**config.mk**
```make
export PLATFORM = sky130hd
export DESIGN_NAME = fmul_result_pack
export DESIGN_NICKNAME = d
export VERILOG_FILES = /design/src/rtl/fpu_pkg.sv /design/src/rtl/fpu_result_fifo.sv /design/src/rtl/fmul_result_pack.sv
export SDC_FILE = /design/constraint.sdc
export NUM_CORES = 1
export LEC_CHECK = 0
export ABC_AREA = 1
export CAP_MARGIN = 20
export CORE_MARGIN = 5
export CORE_UTILIZATION = 31
export CTS_BUF_LIST = sky130_fd_sc_hd__clkbuf_8
export DETAILED_ROUTE_END_ITERATION = 10
export GPL_TIMING_DRIVEN = 0
export SLEW_MARGIN = 15
export SYNTH_ARGS = -nofsm -noshare
export SYNTH_HDL_FRONTEND = slang
export SYNTH_SLANG_ARGS = --single-unit
export TNS_END_PERCENT = 20
```
**constraint.sdc**
```tcl
create_clock -name clk -period 3.7 [get_ports clk]
set_input_delay 0.37 -clock clk [delete_from_list [all_inputs] [get_ports clk]]
set_output_delay 0.37 -clock clk [all_outputs]
set_load 0.1 [all_outputs]
```
**src/rtl/fpu_pkg.sv**
```systemverilog
// Shared constants and types for the single-precision multiplier output stage.
// Flag vectors are ordered {invalid, overflow, zero}.
package fpu_pkg;

  localparam int          EXP_MAX     = 255;
  localparam int          EXP_BIAS    = 127;
  localparam logic [31:0] QNAN32      = 32'h7FC0_0000;

  localparam int          FLG_INVALID  = 2;
  localparam int          FLG_OVERFLOW = 1;
  localparam int          FLG_ZERO     = 0;

  typedef struct packed {
    logic [31:0] data;
    logic [2:0]  flags;
  } fifo_entry_t;

endpackage

```
**src/rtl/fpu_result_fifo.sv**
```systemverilog
// Parameterised synchronous FIFO holding packed results with their flags.
// The head entry reads as zero whenever the FIFO is empty.
module fpu_result_fifo
  import fpu_pkg::*;
#(
  parameter int DEPTH = 2
) (
  input  logic        clk,
  input  logic        rst,
  input  logic        push_i,
  input  logic        pop_i,
  input  fifo_entry_t wdata_i,
  output fifo_entry_t rdata_o,
  output logic        full_o,
  output logic        empty_o
);

  localparam int PTR_W = (DEPTH > 1) ? $clog2(DEPTH) : 1;
  localparam int OCC_W = $clog2(DEPTH + 1);

  fifo_entry_t        mem_q [DEPTH];
  logic [PTR_W-1:0]   wrPtr_q, wrPtr_d;
  logic [PTR_W-1:0]   rdPtr_q, rdPtr_d;
  logic [OCC_W-1:0]   count_q, count_d;
  logic               doPush;
  logic               doPop;

  assign full_o  = (count_q == OCC_W'(DEPTH));
  assign empty_o = (count_q == '0);
  assign doPush  = push_i & ~full_o;
  assign doPop   = pop_i & ~empty_o;
  assign rdata_o = empty_o ? '0 : mem_q[rdPtr_q];

  // Power-of-two depth lets the pointers wrap by natural overflow.
  always_comb begin
    wrPtr_d = wrPtr_q;
    rdPtr_d = rdPtr_q;
    count_d = count_q;
    if (doPush) wrPtr_d = wrPtr_q + PTR_W'(1);
    if (doPop)  rdPtr_d = rdPtr_q + PTR_W'(1);
    case ({doPush, doPop})
      2'b10:   count_d = count_q + OCC_W'(1);
      2'b01:   count_d = count_q - OCC_W'(1);
      default: count_d = count_q;
    endcase
  end

  always_ff @(posedge clk or posedge rst) begin
    if (rst) begin
      wrPtr_q <= '0;
      rdPtr_q <= '0;
      count_q <= '0;
    end else begin
      wrPtr_q <= wrPtr_d;
      rdPtr_q <= rdPtr_d;
      count_q <= count_d;
    end
  end

  always_ff @(posedge clk) begin
    if (doPush) mem_q[wrPtr_q] <= wdata_i;
  end

endmodule

```
**src/rtl/fmul_result_pack.sv**
```systemverilog
// Packs the multiplier's unpacked result into binary32, buffers it behind a
// valid/ready FIFO, and keeps sticky exception flags and an accept counter.
module fmul_result_pack
  import fpu_pkg::*;
#(
  parameter int DEPTH = 2,
  parameter int CNT_W = 16
) (
  input  logic             clk,
  input  logic             rst,
  input  logic             in_valid,
  output logic             in_ready,
  input  logic             in_sign,
  input  logic [7:0]       in_exp,
  input  logic [23:0]      in_frac,
  input  logic             in_error,
  input  logic             in_overflow,
  output logic             out_valid,
  input  logic             out_ready,
  output logic [31:0]      out_data,
  output logic [2:0]       out_flags,
  output logic [2:0]       sticky_flags,
  input  logic             flags_clr,
  output logic [CNT_W-1:0] result_cnt
);

  fifo_entry_t      packed_d;
  fifo_entry_t      head;
  logic             push;
  logic             pop;
  logic             fifoFull;
  logic             fifoEmpty;
  logic [2:0]       sticky_q, sticky_d;
  logic [CNT_W-1:0] resultCnt_q;
  logic             unused_hiddenBit;

  assign unused_hiddenBit = in_frac[23];

  // First matching case wins; NaN output is canonical with the sign dropped.
  always_comb begin
    packed_d = '0;
    if (in_error) begin
      packed_d.data               = QNAN32;
      packed_d.flags[FLG_INVALID] = 1'b1;
    end else if (in_overflow) begin
      packed_d.data                = {in_sign, 8'hFF, 23'h0};
      packed_d.flags[FLG_OVERFLOW] = 1'b1;
    end else if (in_exp == 8'(EXP_MAX)) begin
      packed_d.data = {in_sign, 8'hFF, in_frac[22:0]};
    end else if (in_exp == 8'h00) begin
      packed_d.data            = {in_sign, 31'h0};
      packed_d.flags[FLG_ZERO] = 1'b1;
    end else begin
      packed_d.data = {in_sign, in_exp, in_frac[22:0]};
    end
  end

  assign in_ready  = ~fifoFull;
  assign out_valid = ~fifoEmpty;
  assign push      = in_valid & in_ready;
  assign pop       = out_valid & out_ready;
  assign out_data  = head.data;
  assign out_flags = head.flags;

  fpu_result_fifo #(.DEPTH(DEPTH)) uFifo (
    .clk     (clk),
    .rst     (rst),
    .push_i  (push),
    .pop_i   (pop),
    .wdata_i (packed_d),
    .rdata_o (head),
    .full_o  (fifoFull),
    .empty_o (fifoEmpty)
  );

  // A flag set by this cycle's push survives a coincident clear.
  assign sticky_d = (flags_clr ? 3'b000 : sticky_q) | (push ? packed_d.flags : 3'b000);

  always_ff @(posedge clk or posedge rst) begin
    if (rst) begin
      sticky_q    <= '0;
      resultCnt_q <= '0;
    end else begin
      sticky_q <= sticky_d;
      if (push) resultCnt_q <= resultCnt_q + CNT_W'(1);
    end
  end

  assign sticky_flags = sticky_q;
  assign result_cnt   = resultCnt_q;

endmodule

```
# Yosys cells after proc, flatten, opt, wreduce, memory -nomap -nowiden

Memories as Yosys holds them, arrays and structs flattened.
Index checks and enable logic that the tools add are counted.

Logic and storage cells: 41
Bits in writable memories: 70
Register bits: 23
Input port bits: 40
Memories kept: 1

Bitwise gates (word level): 7
Reductions and logical operators: 3
Equality and inequality tests: 4
Muxes and demuxes: 16
Add/sub/neg operators: 5

Memory list:

| name        | words | width | rd ports | clocked after Yosys merged registers in | write ports | RTL line              | text |
|---|---|---|---|---|---|---|---|
| uFifo.mem_q | 2     | 35    | 1        | 0                                       | 1           | fpu_result_fifo.sv:21 | `fifo_entry_t mem_q [DEPTH];` |

Operators with widths:

| kind                                                                   | number |
|---|---|
| 31-bit two-way mux                                                     | 3 |
| 35-bit two-way mux                                                     | 1 |
| 32-bit two-way mux                                                     | 1 |
| 16-bit by 1-bit adder with 16-bit output (second input constant)       | 1 |
| 8-bit equality test (second input constant)                            | 1 |
| 8-bit logical NOT                                                      | 1 |
| 1-bit two-way mux                                                      | 7 |
| 3-bit two-way mux                                                      | 2 |
| 1-bit AND                                                              | 4 |
| 2-bit equality test (second input constant)                            | 2 |
| 2-bit one-hot mux with 2 select lines                                  | 1 |
| 3-bit OR                                                               | 1 |
| 1-bit adder (second input constant)                                    | 2 |
| 2-bit by 1-bit adder with 2-bit output (second input constant)         | 1 |
| 2-bit by 1-bit equality test with 1-bit output (second input constant) | 1 |
| 2-bit logical NOT                                                      | 1 |
| 2-bit two-way mux                                                      | 1 |
| 1-bit inverter                                                         | 2 |
| 2-bit nonzero test                                                     | 1 |
| 2-bit by 1-bit subtractor with 2-bit output (second input constant)    | 1 |

# Logic depth before layout (Yosys ltp)

Gate-level depths: netlist (run 1).

Word-level depth: 7
Mapped depth: 8
Depth with buffers taken out: 8

# Hierarchy

From an unflattened synthesis (run 1), not the netlist that was laid out.

Cells, all modules: 410
Area, all modules: 4201.5 um^2

By module, submodules not included:

| module           | cells each | area each (um^2) | instances | seq. area each (um^2) |
|---|---|---|---|---|
| fpu_result_fifo  | 219        | 2927.8           | 1         | 2202.1 |
| fmul_result_pack | 191        | 1273.7           | 1         | 475.5 |

# Worst setup path after synthesis (run 1)

OpenSTA, ideal clock, no wires.

Path type: reg2reg
Start point: reg uFifo.count_q[0]
End point: mem uFifo.mem_q[1][0] (netlist name), enable pin
Stages on the path, launching flop included: 6
Arrival time: 2736 ps
Slack: 535 ps
Library setup time: 429 ps
Cells stage by stage: dfrtp_1 -> inv_2 -> nand2_2 -> nand2_4 -> buf_2 -> nor2_1

Cells in the longest elaborated chain, start to end: 6

Ends and longest elaborated chain:

| item                                      | RTL line               | text |
|---|---|---|
| from (decl)                               | fpu_result_fifo.sv:24  | `logic [OCC_W-1:0] count_q, count_d;` |
| from (signal assigned)                    | fpu_result_fifo.sv:56  | `count_q <= count_d;` |
| 2-bit equality test *                     | fpu_result_fifo.sv:28  | `assign full_o = (count_q == OCC_W'(DEPTH));` |
| 1-bit inverter *                          | fmul_result_pack.sv:58 | `assign in_ready = ~fifoFull;` |
| named net in_ready                        | fmul_result_pack.sv:12 | `output logic in_ready,` |
| 1-bit AND                                 | fmul_result_pack.sv:60 | `assign push = in_valid & in_ready;` |
| 1-bit AND *                               | fpu_result_fifo.sv:30  | `assign doPush = push_i & ~full_o;` |
| 1-bit two-way mux *                       | fpu_result_fifo.sv:61  | `if (doPush) mem_q[wrPtr_q] <= wdata_i;` |
| 1-bit two-way mux (implied by the code) * | fpu_result_fifo.sv:61  |  |
| to (decl)                                 | fpu_result_fifo.sv:21  |  |

Mark *: on every way through the listed nets, which the timed path passes. The rest lies on a longest branch.

# Worst setup path in the final report (run 1)

Start point: reg uFifo.rdPtr_q
End point: out out_data[6]

Cells in the longest elaborated chain, start to end: 2

Ends and longest elaborated chain:

| item                   | RTL line               | text |
|---|---|---|
| from (decl)            | fpu_result_fifo.sv:23  | `logic [PTR_W-1:0] rdPtr_q, rdPtr_d;` |
| from (signal assigned) | fpu_result_fifo.sv:55  | `rdPtr_q <= rdPtr_d;` |
| memory read 2 x 35 bit | --                     |  |
| 35-bit two-way mux     | fpu_result_fifo.sv:32  | `assign rdata_o = empty_o ? '0 : mem_q[rdPtr_q];` |
| to (decl)              | fmul_result_pack.sv:20 | `output logic [31:0] out_data,` |

Every way passes these cells.

==> results of run 1 <==
## registers in the layout (all words and copies together), names as in the netlist
name / flops
result_cnt: 16
sticky_flags: 3
uFifo.count_q: 2
uFifo.mem_q: 70
uFifo.rdPtr_q: 1
uFifo.wrPtr_q: 1
## Yosys cell counts
| library cell | n | area share, % |
|---|---|---|
| a21oi_1 | 36 | 4.5 |
| a22o_1 | 1 | 0.22 |
| buf_2 | 5 | 0.62 |
| clkbuf_1 | 11 | 1.0 |
| clkinv_1 | 1 | 0.093 |
| dfrtp_1 | 23 | 14 |
| edfxtp_1 | 70 | 52 |
| ha_1 | 2 | 0.62 |
| inv_1 | 28 | 2.6 |
| inv_2 | 1 | 0.093 |
| nand2_1 | 139 | 13 |
| nand2_2 | 1 | 0.16 |
| nand2_4 | 1 | 0.28 |
| nand3_1 | 9 | 1.1 |
| nand3b_1 | 1 | 0.19 |
| nand4_1 | 8 | 1.2 |
| nor2_1 | 40 | 3.7 |
| nor2_2 | 1 | 0.16 |
| nor2_4 | 1 | 0.28 |
| nor3_1 | 3 | 0.37 |
| nor3_4 | 1 | 0.40 |
| nor4_1 | 1 | 0.16 |
| o21ai_0 | 3 | 0.37 |
| xnor2_1 | 6 | 1.3 |
| xor2_1 | 5 | 1.1 |
## area by class of cell
type	count	area (sq um)	area share (%)
flip-flops and latches	93	2678	48.70
clock buffers	9	123.9	2.253
repair buffers	97	1023	18.62
multi-input cells	259	1187	21.60
plain buffers	16	66.31	1.206
well taps	172	215.2	3.914
inverters	30	112.6	2.048
clock inverters	7	91.34	1.661
## critical path, cell delays in order, from the launching register on
cell and delay [ns]:
dfrtp_1 0.37, buf_2 0.19, clkinv_1 0.16, clkbuf_1 0.40, nand2_1 0.10, a21oi_1 0.19
clkdlybuf4s50_1 1.16
## cell families after synthesis
group / count (synthesis) / synth area share, %
AO/OA/AOI/OAI: 40 / 5.062
XOR/XNOR: 11 / 2.391
adder cells (fa/ha/maj): 2 / 0.6210
buffers and inverters: 46 / 4.441
flip-flops: 93 / 66.46
AND/OR/NAND/NOR: 206 / 21.03
## metal layers
| layer | vias to the layer above | routed length (microns) |
|---|---|---|
| li1 | 1526 | - |
| met4 | 0 | 109 |
| met2 | 93 | 4774 |
| met5 | - | 0 |
| met3 | 10 | 650 |
| met1 | 1449 | 4566 |
## worst max path at each step
stage                                 from                  to  slack [ns]  depth (start not counted)
after floorplan           uFifo.count_q[0]   uFifo.mem_q[1][0]        0.54                          5
after global placement            in_valid  uFifo.mem_q[1][22]       -0.42                          4
after detailed placement     uFifo.rdPtr_q        out_data[20]        0.78                          6
after CTS                    uFifo.rdPtr_q        out_data[20]        0.38                          6
after global routing         uFifo.rdPtr_q        out_data[15]        0.22                          6
final                        uFifo.rdPtr_q         out_data[6]        0.40                          6
## metrics by stage
stage	util, %	hold slack (ns)
4_1_cts	43.17	0.4935
2_1_floorplan	-	0.3719
3_3_place_gp	40.92	0.4767
5_1_grt	43.39	0.2717
6_report	43.39	0.2536
3_5_place_dp	41.47	0.4709
==> flow_metrics.tcl, run 1 <==
set metrics [dict create \
    fill_cells 1230 \
    worstSetupEndpointType "output port" \
    cts_root_buffer "clkbuf_8" \
    ant_nets 0 \
    max_clock_freq_ghz 0.3028 \
    pin_count 96 \
    cts_buffer_depth 2 \
    post_cts_buffers 0 \
    cts.clk_slew.worst_paths_ns 0.09 \
    rows 41 \
    antenna_found_initial 0 \
    clk_latency_ns 0.36 \
    numCtsBuffers 9 \
    maxSlewViolCount 0 \
    synth_nets 440 \
    hold_viol 0 \
    syn_area_sq_um 4029 \
    port_buffers 94 \
    firstDrtPassIters 4 \
    ys_types 25 \
    cts_tree "yes" \
    hold_buffers 0 \
    use_met1_pct 17.19 \
    seq_area_frac_synth_pct 66.46 \
    grt_use_met3_pct 3.451 \
    antennaDiodeCount 0 \
    arrival_ns 2.93 \
    place_inst 666 \
    critical_path_required_ns 3.33 \
    num_vias 3078 \
    cts_sinks 93 \
    setup_viol 0 \
    fp.dieH_microns 124 \
    grtUsageMet2_pct 23.01 \
    grt_pass1_wl_mm 15.87 \
    grt_pass1_vias 3174 \
    final.min_clock_period_ns 3.303 \
    clock_skew_ns 0.01205 \
    ctsResizeCount 0 \
    layout_commonest_cell "nand2_1" \
    cap_viol_max_count 0 \
    reg2regPathDepth 6 \
    final_cell_mix "139 x nand2_1, 94 x clkdlybuf4s50_1, 70 x edfxtp_1" \
    place_ws_ns 0.7812 \
    via_per_inst 4.507 \
    finalCritPeriodShare_pct 89.27 \
    dpl_cell_area_sq_um 5255 \
    yosysWarnings 0 \
    nets 548 \
    r2r-end "uFifo.mem_q[1][18]" \
    outcome "finished, final reports clean" \
    fp.coreArea_sq_um 12670 \
    worst_pin_slew_ns 1.028 \
    drc 0 \
    die-area_sq_um 15380 \
    grt_max_degree 24 \
    final_cells 683 \
    critPathLaunchType "flop" \
    criticalPathCategory "reg2out" \
    worstPathMaxFanout 10 \
    grtUsageTotal_pct 13.49 \
    r2r-start "uFifo.count_q[0]" \
    initial_core_util_pct 31.80 \
    fin_ws_ns 0.3971 \
    routed_wl_mm 10.10 \
    hold_class "in2async" \
    first_iter_violations 240 \
    place.gp.congestion 0.8044 \
    rsz0062_at_grt "false" \
    finalInstanceArea_sq_um 5498 \
    grt_overflow 0 \
    ctsHtreeMaxLevel 3 \
    die_width_microns 124 \
    drive_above_1_share_pct 6.067 \
    fin_setup_tns_ns 0 \
    dp_hpwl_mm 6.959 \
    rrSetupSlack_ns 1.66 \
    syn_avg_cell_area_sq_um 10.12 \
    synth-seq-cells 93 \
    syn-instance-count 398 \
    wl_per_cell_microns 14.79 \
    grt-busiest-layer "met2" \
    syn_to_final_growth_pct 36.46 \
    relSlewSlack_pct 31.24 \
]
Power of run 1 is left out: the tool's default activity adds up to more than one toggle a clock period on the data nets, which glitch-free logic cannot reach.
==> run 2: changes to the inputs <==
--- a/config.mk
+++ b/config.mk
@@ -12,6 +12,7 @@
 export CTS_BUF_LIST = sky130_fd_sc_hd__clkbuf_8
 export DETAILED_ROUTE_END_ITERATION = 10
 export GPL_TIMING_DRIVEN = 0
+export SKIP_CTS_REPAIR_TIMING = 1
 export SLEW_MARGIN = 15
 export SYNTH_ARGS = -nofsm -noshare
 export SYNTH_HDL_FRONTEND = slang
==> results of run 2 <==
No change in the layout: final DEF, timing and power equal those of run 1.
Power of run 2 is left out for the same reason.
